**src/rtl/multicycle_ctrl_pkg.sv**
```systemverilog
// multicycle_ctrl_pkg: state, instruction-class and select-code definitions for the multi-cycle MIPS control FSM
package multicycle_ctrl_pkg;
  typedef enum logic [3:0] {
    S_FETCH    = 4'd0,
    S_DECODE   = 4'd1,
    S_MEM_ADDR = 4'd2,
    S_MEM_RD   = 4'd3,
    S_MEM_WB   = 4'd4,
    S_MEM_WR   = 4'd5,
    S_R_EXEC   = 4'd6,
    S_R_WB     = 4'd7,
    S_BRANCH   = 4'd8,
    S_JUMP     = 4'd9,
    S_I_EXEC   = 4'd10,
    S_I_WB     = 4'd11,
    S_JR       = 4'd12
  } state_e;
  typedef enum logic [3:0] {
    C_R, C_JR, C_LW, C_SW, C_BEQ, C_BNE, C_J, C_JAL, C_IMM, C_ILL
  } cls_e;
  localparam logic [5:0] OP_RTYPE = 6'h00;
  localparam logic [5:0] OP_J     = 6'h02;
  localparam logic [5:0] OP_JAL   = 6'h03;
  localparam logic [5:0] OP_BEQ   = 6'h04;
  localparam logic [5:0] OP_BNE   = 6'h05;
  localparam logic [5:0] OP_ADDI  = 6'h08;
  localparam logic [5:0] OP_SLTI  = 6'h0A;
  localparam logic [5:0] OP_ORI   = 6'h0D;
  localparam logic [5:0] OP_LUI   = 6'h0F;
  localparam logic [5:0] OP_LW    = 6'h23;
  localparam logic [5:0] OP_SW    = 6'h2B;
  localparam logic [5:0] FN_JR    = 6'h08;
  localparam logic [1:0] SRCB_4     = 2'd1;
  localparam logic [1:0] SRCB_IMM   = 2'd2;
  localparam logic [1:0] SRCB_IMMSH = 2'd3;
  localparam logic [1:0] ALU_SUB    = 2'd1;
  localparam logic [1:0] ALU_FUNCT  = 2'd2;
  localparam logic [1:0] ALU_OPC    = 2'd3;
  localparam logic [1:0] PC_ALUOUT  = 2'd1;
  localparam logic [1:0] PC_JUMP    = 2'd2;
  localparam logic [1:0] PC_RS      = 2'd3;
  localparam logic [1:0] DST_RT     = 2'd0;
  localparam logic [1:0] DST_RD     = 2'd1;
  localparam logic [1:0] DST_RA     = 2'd2;
  localparam logic [1:0] M2R_ALU    = 2'd0;
  localparam logic [1:0] M2R_MDR    = 2'd1;
  localparam logic [1:0] M2R_PC     = 2'd2;
  typedef struct packed {
    logic       pc_write;
    logic       iord;
    logic       mem_read;
    logic       mem_write;
    logic       ir_write;
    logic       reg_write;
    logic [1:0] reg_dst;
    logic [1:0] mem_to_reg;
    logic       alu_src_a;
    logic [1:0] alu_src_b;
    logic [1:0] alu_op;
    logic [1:0] pc_src;
  } ctl_t;
endpackage

```
**src/rtl/multicycle_ctrl_opcode_classify.sv**
```systemverilog
// opcode_classify: maps opcode/funct to an instruction class and flags unsupported opcodes
module opcode_classify
  import multicycle_ctrl_pkg::*;
(
  input  logic [5:0] opcode_i,
  input  logic [5:0] funct_i,
  output cls_e       cls_o,
  output logic       illegal_o
);
  always_comb begin
    cls_o = C_ILL;
    case (opcode_i)
      OP_RTYPE:                         cls_o = (funct_i == FN_JR) ? C_JR : C_R;
      OP_LW:                            cls_o = C_LW;
      OP_SW:                            cls_o = C_SW;
      OP_BEQ:                           cls_o = C_BEQ;
      OP_BNE:                           cls_o = C_BNE;
      OP_J:                             cls_o = C_J;
      OP_JAL:                           cls_o = C_JAL;
      OP_ADDI, OP_SLTI, OP_ORI, OP_LUI: cls_o = C_IMM;
      default:                          cls_o = C_ILL;
    endcase
  end
  assign illegal_o = cls_o == C_ILL;
endmodule

```
**src/rtl/multicycle_ctrl.sv**
```systemverilog
// multicycle_ctrl: main FETCH/DECODE/EXEC/MEM/WB control FSM for the multi-cycle MIPS datapath
module multicycle_ctrl
  import multicycle_ctrl_pkg::*;
#(
  parameter int MEM_TIMEOUT = 16
) (
  input  logic       clk_i,
  input  logic       rst_i,
  input  logic [5:0] opcode_i,
  input  logic [5:0] funct_i,
  input  logic       zero_i,
  input  logic       mem_ready_i,
  output logic       pc_write_o,
  output logic       iord_o,
  output logic       mem_read_o,
  output logic       mem_write_o,
  output logic       ir_write_o,
  output logic       reg_write_o,
  output logic [1:0] reg_dst_o,
  output logic [1:0] mem_to_reg_o,
  output logic       alu_src_a_o,
  output logic [1:0] alu_src_b_o,
  output logic [1:0] alu_op_o,
  output logic [1:0] pc_src_o,
  output logic       ext_sign_o,
  output logic       illegal_o,
  output logic       bus_err_o,
  output logic [3:0] state_o
);
  state_e     state_q, state_d;
  cls_e       cls, cls_q;
  logic       illegal, illegal_q, bus_err_q, mem_st, timeout;
  logic [7:0] timer_q;
  logic [5:0] op_q;
  ctl_t       ctl;
  opcode_classify u_classify (
    .opcode_i  (opcode_i),
    .funct_i   (funct_i),
    .cls_o     (cls),
    .illegal_o (illegal)
  );
  assign mem_st  = state_q inside {S_FETCH, S_MEM_RD, S_MEM_WR};
  assign timeout = mem_st && !mem_ready_i && timer_q == 8'(MEM_TIMEOUT - 1);
  always_comb begin
    state_d = S_FETCH;
    case (state_q)
      S_FETCH:    state_d = mem_ready_i ? S_DECODE : S_FETCH;
      S_DECODE:   state_d = cls == C_R                     ? S_R_EXEC   :
                            cls == C_JR                    ? S_JR       :
                            (cls == C_LW || cls == C_SW)   ? S_MEM_ADDR :
                            (cls == C_BEQ || cls == C_BNE) ? S_BRANCH   :
                            (cls == C_J || cls == C_JAL)   ? S_JUMP     :
                            cls == C_IMM                   ? S_I_EXEC   : S_FETCH;
      S_MEM_ADDR: state_d = cls_q == C_LW ? S_MEM_RD : S_MEM_WR;
      S_MEM_RD:   state_d = mem_ready_i ? S_MEM_WB : timeout ? S_FETCH : S_MEM_RD;
      S_MEM_WR:   state_d = (mem_ready_i || timeout) ? S_FETCH : S_MEM_WR;
      S_R_EXEC:   state_d = S_R_WB;
      S_I_EXEC:   state_d = S_I_WB;
      default:    state_d = S_FETCH;
    endcase
  end
  // Timer only runs while a memory state keeps waiting; an abort restarts it even if FETCH is re-entered.
  always_ff @(posedge clk_i or posedge rst_i) begin
    if (rst_i) begin
      state_q   <= S_FETCH;
      timer_q   <= '0;
      op_q      <= '0;
      cls_q     <= C_ILL;
      illegal_q <= 1'b0;
      bus_err_q <= 1'b0;
    end else begin
      state_q   <= state_d;
      timer_q   <= (!mem_st || timeout || state_d != state_q) ? '0 : timer_q + 8'd1;
      op_q      <= state_q == S_DECODE ? opcode_i : op_q;
      cls_q     <= state_q == S_DECODE ? cls : cls_q;
      illegal_q <= state_q == S_DECODE && illegal;
      bus_err_q <= timeout;
    end
  end
  always_comb begin
    ctl = '0;
    case (state_q)
      S_FETCH: begin
        ctl.mem_read  = 1'b1;
        ctl.ir_write  = 1'b1;
        ctl.alu_src_b = SRCB_4;
        ctl.pc_write  = mem_ready_i;
      end
      S_DECODE:   ctl.alu_src_b = SRCB_IMMSH;
      S_MEM_ADDR: begin
        ctl.alu_src_a = 1'b1;
        ctl.alu_src_b = SRCB_IMM;
      end
      S_MEM_RD: begin
        ctl.iord     = 1'b1;
        ctl.mem_read = 1'b1;
      end
      S_MEM_WR: begin
        ctl.iord      = 1'b1;
        ctl.mem_write = 1'b1;
      end
      S_MEM_WB: begin
        ctl.reg_write  = 1'b1;
        ctl.mem_to_reg = M2R_MDR;
      end
      S_R_EXEC: begin
        ctl.alu_src_a = 1'b1;
        ctl.alu_op    = ALU_FUNCT;
      end
      S_R_WB: begin
        ctl.reg_write = 1'b1;
        ctl.reg_dst   = DST_RD;
      end
      S_BRANCH: begin
        ctl.alu_src_a = 1'b1;
        ctl.alu_op    = ALU_SUB;
        ctl.pc_src    = PC_ALUOUT;
        ctl.pc_write  = (cls_q == C_BNE) ^ zero_i;
      end
      S_JUMP: begin
        ctl.pc_src     = PC_JUMP;
        ctl.pc_write   = 1'b1;
        ctl.reg_write  = cls_q == C_JAL;
        ctl.reg_dst    = cls_q == C_JAL ? DST_RA : DST_RT;
        ctl.mem_to_reg = cls_q == C_JAL ? M2R_PC : M2R_ALU;
      end
      S_JR: begin
        ctl.pc_src   = PC_RS;
        ctl.pc_write = 1'b1;
      end
      S_I_EXEC: begin
        ctl.alu_src_a = 1'b1;
        ctl.alu_src_b = SRCB_IMM;
        ctl.alu_op    = ALU_OPC;
      end
      S_I_WB:     ctl.reg_write = 1'b1;
      default:    ctl = '0;
    endcase
  end
  assign {pc_write_o, iord_o, mem_read_o, mem_write_o, ir_write_o, reg_write_o, reg_dst_o,
          mem_to_reg_o, alu_src_a_o, alu_src_b_o, alu_op_o, pc_src_o} = rst_i ? '0 : ctl;
  assign ext_sign_o = !rst_i && op_q != OP_ORI;
  assign illegal_o  = illegal_q;
  assign bus_err_o  = bus_err_q;
  assign state_o    = state_q;
endmodule

```
**config.mk**
```make
export PLATFORM = sky130hd
export DESIGN_NAME = multicycle_ctrl
export DESIGN_NICKNAME = d
export VERILOG_FILES = /design/src/rtl/multicycle_ctrl_pkg.sv /design/src/rtl/multicycle_ctrl_opcode_classify.sv /design/src/rtl/multicycle_ctrl.sv
export SDC_FILE = /design/constraint.sdc
export NUM_CORES = 1
export LEC_CHECK = 0
export ABC_AREA = 1
export BUFFER_PORTS_ARGS = -buffer_cell sky130_fd_sc_hd__buf_2
export CORE_MARGIN = 2
export CORE_UTILIZATION = 45
export CTS_BUF_LIST = sky130_fd_sc_hd__clkbuf_16
export CTS_CLUSTER_SIZE = 24
export DETAILED_ROUTE_END_ITERATION = 16
export GPL_TIMING_DRIVEN = 0
export HOLD_SLACK_MARGIN = 0.06
export PLACE_DENSITY_LB_ADDON = 0.12
export REMOVE_ABC_BUFFERS = 1
export SYNTH_ARGS = -nofsm -noshare
export SYNTH_HDL_FRONTEND = slang
export SYNTH_HIERARCHICAL = 1
export SYNTH_SLANG_ARGS = --single-unit
```
**constraint.sdc**
```tcl
create_clock -name clk_i -period 3.6 [get_ports clk_i]
set_input_delay 0.36 -clock clk_i [delete_from_list [all_inputs] [get_ports clk_i]]
set_output_delay 0.36 -clock clk_i [all_outputs]
set_load 0.01 [all_outputs]
```
==> impl_metrics.ini, run 1 <==
[routing]
drt_iter0_markers = 101
antenna_left = 0
met3_length_um = 126
dr.pass1.iters = 4
wl_met1_um = 1810
via_per_inst = 4.82
drc_errors = 0
wl_um = 3580
wire_per_inst_um = 10.9
topRoutingLayerUsed = met4
wl_met2_um = 1620
num_vias = 1581

[clock_tree]
cts.sinks = 24
cts_root_buf = clkbuf_16
cts.clk_slew.worst_paths_ps = 60
tritoncts = done
post_cts_resized = 0
clk_latency_ps = 260
cts.path.max_buffers = 2
numCtsBuffers = 3
cts-hold-fix-buffers = 0
cts_max_level = 1
cts_setup_buffers = 0

[synth]
ys_warn_count = 6
syn_area_per_cell_um2 = 7.07
seq_area_frac_synth_pct = 35.5
ys_types = 32
syn-cell-area_um2 = 1700
netlist_instances = 240
synth-seq-cells = 24

[worst_setup_path]
cp-end-kind = output pin
critPathRequiredTime_ps = 3240
critPathSlowestCell = inv_1
criticalPathCategory = in -> out
critPathMaxStageDelay_ps = 770
crit_chain = buf_2, inv_1, nand3_1, nor4_2, o21bai_1, buf_2
worst-path-max-fanout = 29
start_kind = input port
cp.arrival_ps = 2070
cp_common_cell = buf_2
crit_family = buffers and inverters
crit_buf_inv = 3

[power_and_ir_drop]
power_density_nw_per_um2 = 628
power_mw = 1.28
p_leak_nw = 1.10
ir_drop_uv = 231

[final_layout]
layout.nets = 298
syn_to_final_growth_pct = 20.4
final_cells = 328
post-route-util_pct = 56.2
layout-drive-gt1-share_pct = 31.8
final_area_um2 = 2040
diodes = 0

[timing]
slew-limit-headroom_pct = 30.2
period_needed_ps = 2430
timing.fmax_mhz = 411
setup_tns_ps = 0
slew_viol_final = 0
post-route-worst-setup-slack_ps = 1170
finalHoldViolCount = 0
setup_viol = 0
whs_ps = 357
fin_crit_sh_pct = 67.6
worst_slew_pin_slew_ps = 1050
rsz0062_at_grt = no
clock_skew_ps = 5.12

[place]
io_buffer_count = 39
hpwl_um = 2740
place_ws_ps = 1090
placed_cells = 324
gp_congestion = 0.813
dpl_cell_area_um2 = 1940

[floorplanning]
rows = 22
fp.dieArea_um2 = 4280
ioPinCount = 40
core_area_um2 = 3630
start_util_pct = 46.7
die_w_um = 65.4
die_y_um = 65.4

[global_routing]
grt_usage_pct = 18.6
grt.overflow.total = 0
grt_pass1_vias = 1419
antenna_found_initial = 0
grt_pass1_wl_um = 6290
grt_max_degree = 30

[job]
max_cap_violations = 0

[status]
outcome = complete, no violations

[hold_path]
worstHoldPathType = in -> reg
==> tightest hold or removal path, cell delays in order <==
cell     delay [ps]
buf_2           120
nand2_1          60
nand2_1          50
==> cell type report <==
type	count	area [um^2]
Timing Repair Buffer	39	195
Sequential cell	24	603
Clock buffer	3	75.1
Fill cell	382	1590
Multi-Input combinational cell	175	933
Clock inverter	1	30.0
Inverter	38	145
Tap cell	48	60.1
==> registers in the layout (all words and copies together) (netlist names) <==
signal	flops
state_o	4
op_q	6
bus_err_o	1
timer_q	8
illegal_o	1
cls_q	4
==> routing by layer <==
layer	vias to the layer above	GRT usage, %
met5	-	0
met4	0	5.99
met3	2	2.74
met2	29	30.9
met1	706	25.1
li1	844	-
==> cell families (layout without fill, tap and decap cells) <==
family	after synthesis	in the layout	synth area share (%)
buf+inv	41	81	9.44
compound gates	21	21	7.38
simple gates	147	147	43.8
flops	24	24	35.5
xor+xnor	6	6	3.10
fa+ha+maj	1	1	0.737
==> cell usage in the layout, fill, tap and decap left out, types with 2 or more instances in the layout <==
cell type,instances
dfstp_2,2
nand3_1,13
nand2_4,2
a21oi_1,5
dfrtp_1,22
nor2_1,33
nor3_1,7
clkbuf_16,3
nand3_2,5
nor2_4,4
buf_2,39
o21ai_0,7
nand2_1,51
nor2_2,14
xnor2_1,2
nand2_2,10
inv_2,5
nand4_1,5
a31oi_1,3
inv_1,32
xor2_1,4
==> worst paths after layout <==
kind                                   from          end  slack (ps)  cells after the start
min in group asynchronous             rst_i   state_o[0]         440                      2
worst min register to register   timer_q[0]   timer_q[0]         460                      1
worst max register to register   state_o[1]   timer_q[4]        1690                     11
max in group asynchronous             rst_i      op_q[0]        2520                      2
worst min-delay path            opcode_i[0]      op_q[0]         360                      3
worst max-delay path                  rst_i  reg_write_o        1170                      6
==> power by group <==
group / internal (mW) / leakage [nW] / switching (mW) / total (mW)
registers: 0.361 / 0.312 / 0.0679 / 0.429
logic: 0.178 / 0.733 / 0.359 / 0.537
clock network: 0.221 / 0.0511 / 0.0944 / 0.315
total: 0.760 / 1.10 / 0.521 / 1.28
==> Yosys cell counts (all sizes together) <==
cell,n,area (um^2)
nand2,63,277
nor2,51,256
inv,38,145
dfrtp,22,551
nand3,18,115
nor3,8,45.0
o21ai,7,35.0
a21oi,5,25.0
nand4,5,31.3
xor2,4,35.0
a31oi,3,18.8
clkbuf,2,7.51
dfstp,2,52.6
nor4,2,18.8
xnor2,2,17.5
a31o,1,8.76
buf,1,7.51
ha,1,12.5
o2111ai,1,8.76
o211ai,1,7.51
o21bai,1,7.51
o22ai,1,6.26
o31ai,1,7.51
Power figures use the tool's default switching activity.
==> run 2: changes to the inputs <==
- clock period: 3.6 -> 2.55 ns (I/O delays scaled with it)
==> run 2 against run 1 <==
  * Sequential power increased by 41%
  * Die area unchanged
  * Global-route usage unchanged
  * Sequential share of layout area decreased by 0.054 points
  * Non-clock buffer count unchanged
  * Count of clock-buffer cells in the layout unchanged
  * Setup slack got worse by 750 ps
  * Register-to-register slack got worse by 1000 ps
  * Power increased by 41%
==> impl_metrics.ini, run 2 (synthesis results as in run 1) <==
[final_layout]
layout.nets = 298
layout_commonest_cell = nand2_1
largest_register_ffs = 8
diodes = 0
layout-drive-gt1-share_pct = 32.1
max_flop_register = timer_q
post-route-util_pct = 56.3
syn_to_final_growth_pct = 20.6
reg.largest.list = timer_q: 8 flops, op_q: 6 flops
final_area_um2 = 2050
final_cells = 328
final_cell_mix = 51 x nand2_1, 39 x buf_2, 33 x nor2_1, 31 x inv_1, 22 x dfrtp_1

[global_routing]
grt_usage_pct = 18.6
grt_pass1_vias = 1419
grt_max_degree = 30
grt_pass1_wl_um = 6290
grt.overflow.total = 0
antenna_found_initial = 0

[worst_setup_path]
criticalPathCategory = reg -> out
critPathRequiredTime_ps = 2300
start_kind = flip-flop
worstRegToRegCells = 11
worst-path-max-fanout = 5
cp.arrival_ps = 1880
cp-end-kind = output pin
rrSetupSlack_ps = 640

[timing]
slew_viol_final = 0
clock_skew_ps = 4.68
slew-limit-headroom_pct = 59.9
finalHoldViolCount = 0
post-route-worst-setup-slack_ps = 414
setup_viol = 0
worst_slew_pin_slew_ps = 600
period_needed_ps = 2140
timing.fmax_mhz = 468
fin_crit_sh_pct = 83.8
rsz0062_at_grt = no
setup_tns_ps = 0

[clock_tree]
post_cts_resized = 0
cts-hold-fix-buffers = 0
tritoncts = done
cts_max_level = 1
numCtsBuffers = 3
cts.path.max_buffers = 2
clk_latency_ps = 260
cts_root_buf = clkbuf_16
cts.clk_slew.worst_paths_ps = 60
cts.sinks = 24
cts_setup_buffers = 0

[power_and_ir_drop]
ir_drop_uv = 325
power_density_nw_per_um2 = 884
p_leak_nw = 1.09

[place]
gp_congestion = 0.813
place_ws_ps = 249
dpl_cell_area_um2 = 1940
placed_cells = 324
io_buffer_count = 39
hpwl_um = 2740

[routing]
num_vias = 1579
wl_um = 3580
wire_per_inst_um = 10.9
antenna_left = 0
drt_iter0_markers = 101
drc_errors = 0
via_per_inst = 4.81
dr.pass1.iters = 4

[floorplanning]
core_area_um2 = 3630
die_w_um = 65.4
ioPinCount = 40
rows = 22
die_y_um = 65.4
fp.dieArea_um2 = 4280
start_util_pct = 46.7

[status]
outcome = complete, no violations

[hold_path]
worstHoldPathType = in -> async

[job]
max_cap_violations = 0
==> run 2: cell count changes in the layout (fill, tap and decap cells not counted) <==
cell,change
clkinvlp_4,+1
inv_1,-1
==> run 2: worst max-delay path, stage by stage (launching register included) <==
cell and delay (ps):
dfrtp_1 480, inv_2 110, nor2_2 170, inv_2 80
nor3_2 150, nand3_1 140, nor4_2 200, o21bai_1 150
buf_2 140
==> run 2: final timing paths <==
check | start | end
max in group asynchronous | rst_i | cls_q[3]
setup reg to reg | state_o[1] | timer_q[4]
hold reg to reg | timer_q[0] | timer_q[0]
setup / recovery | state_o[3] | reg_write_o
min in group clk_i | opcode_i[0] | op_q[0]
hold / removal | rst_i | state_o[0]
==> run 2: per-stage QoR <==
stage | hold slack, ps | power [mW]
5_1_grt | 204 | 1.96
3_5_place_dp | 459 | 1.38
3_3_place_gp | 462 | 1.37
2_1_floorplan | 308 | 1.17
6_report | 149 | 1.81
4_1_cts | 248 | 1.83
==> run 2: layout make-up <==
cell class	instances	area, um^2
timing repair buffer	39	195
fill	381	1590
inverter	38	149
multi-input combinational	175	933
sequential	24	603
clock inverter	1	30.0
clock buffer	3	75.1
tap	48	60.1
==> run 2: power by group <==
group | switching (mW) | internal, mW
Clock | 0.133 | 0.312
Sequential | 0.0959 | 0.510
Combinational | 0.506 | 0.252
==> run 2: metal layers <==
metal,track usage (%),part of all wire [%],vias to the layer above
met5,0,0,-
met4,5.99,0.59,0
met3,2.74,3.7,2
met2,30.9,45,28
met1,25.1,51,705
li1,-,-,844
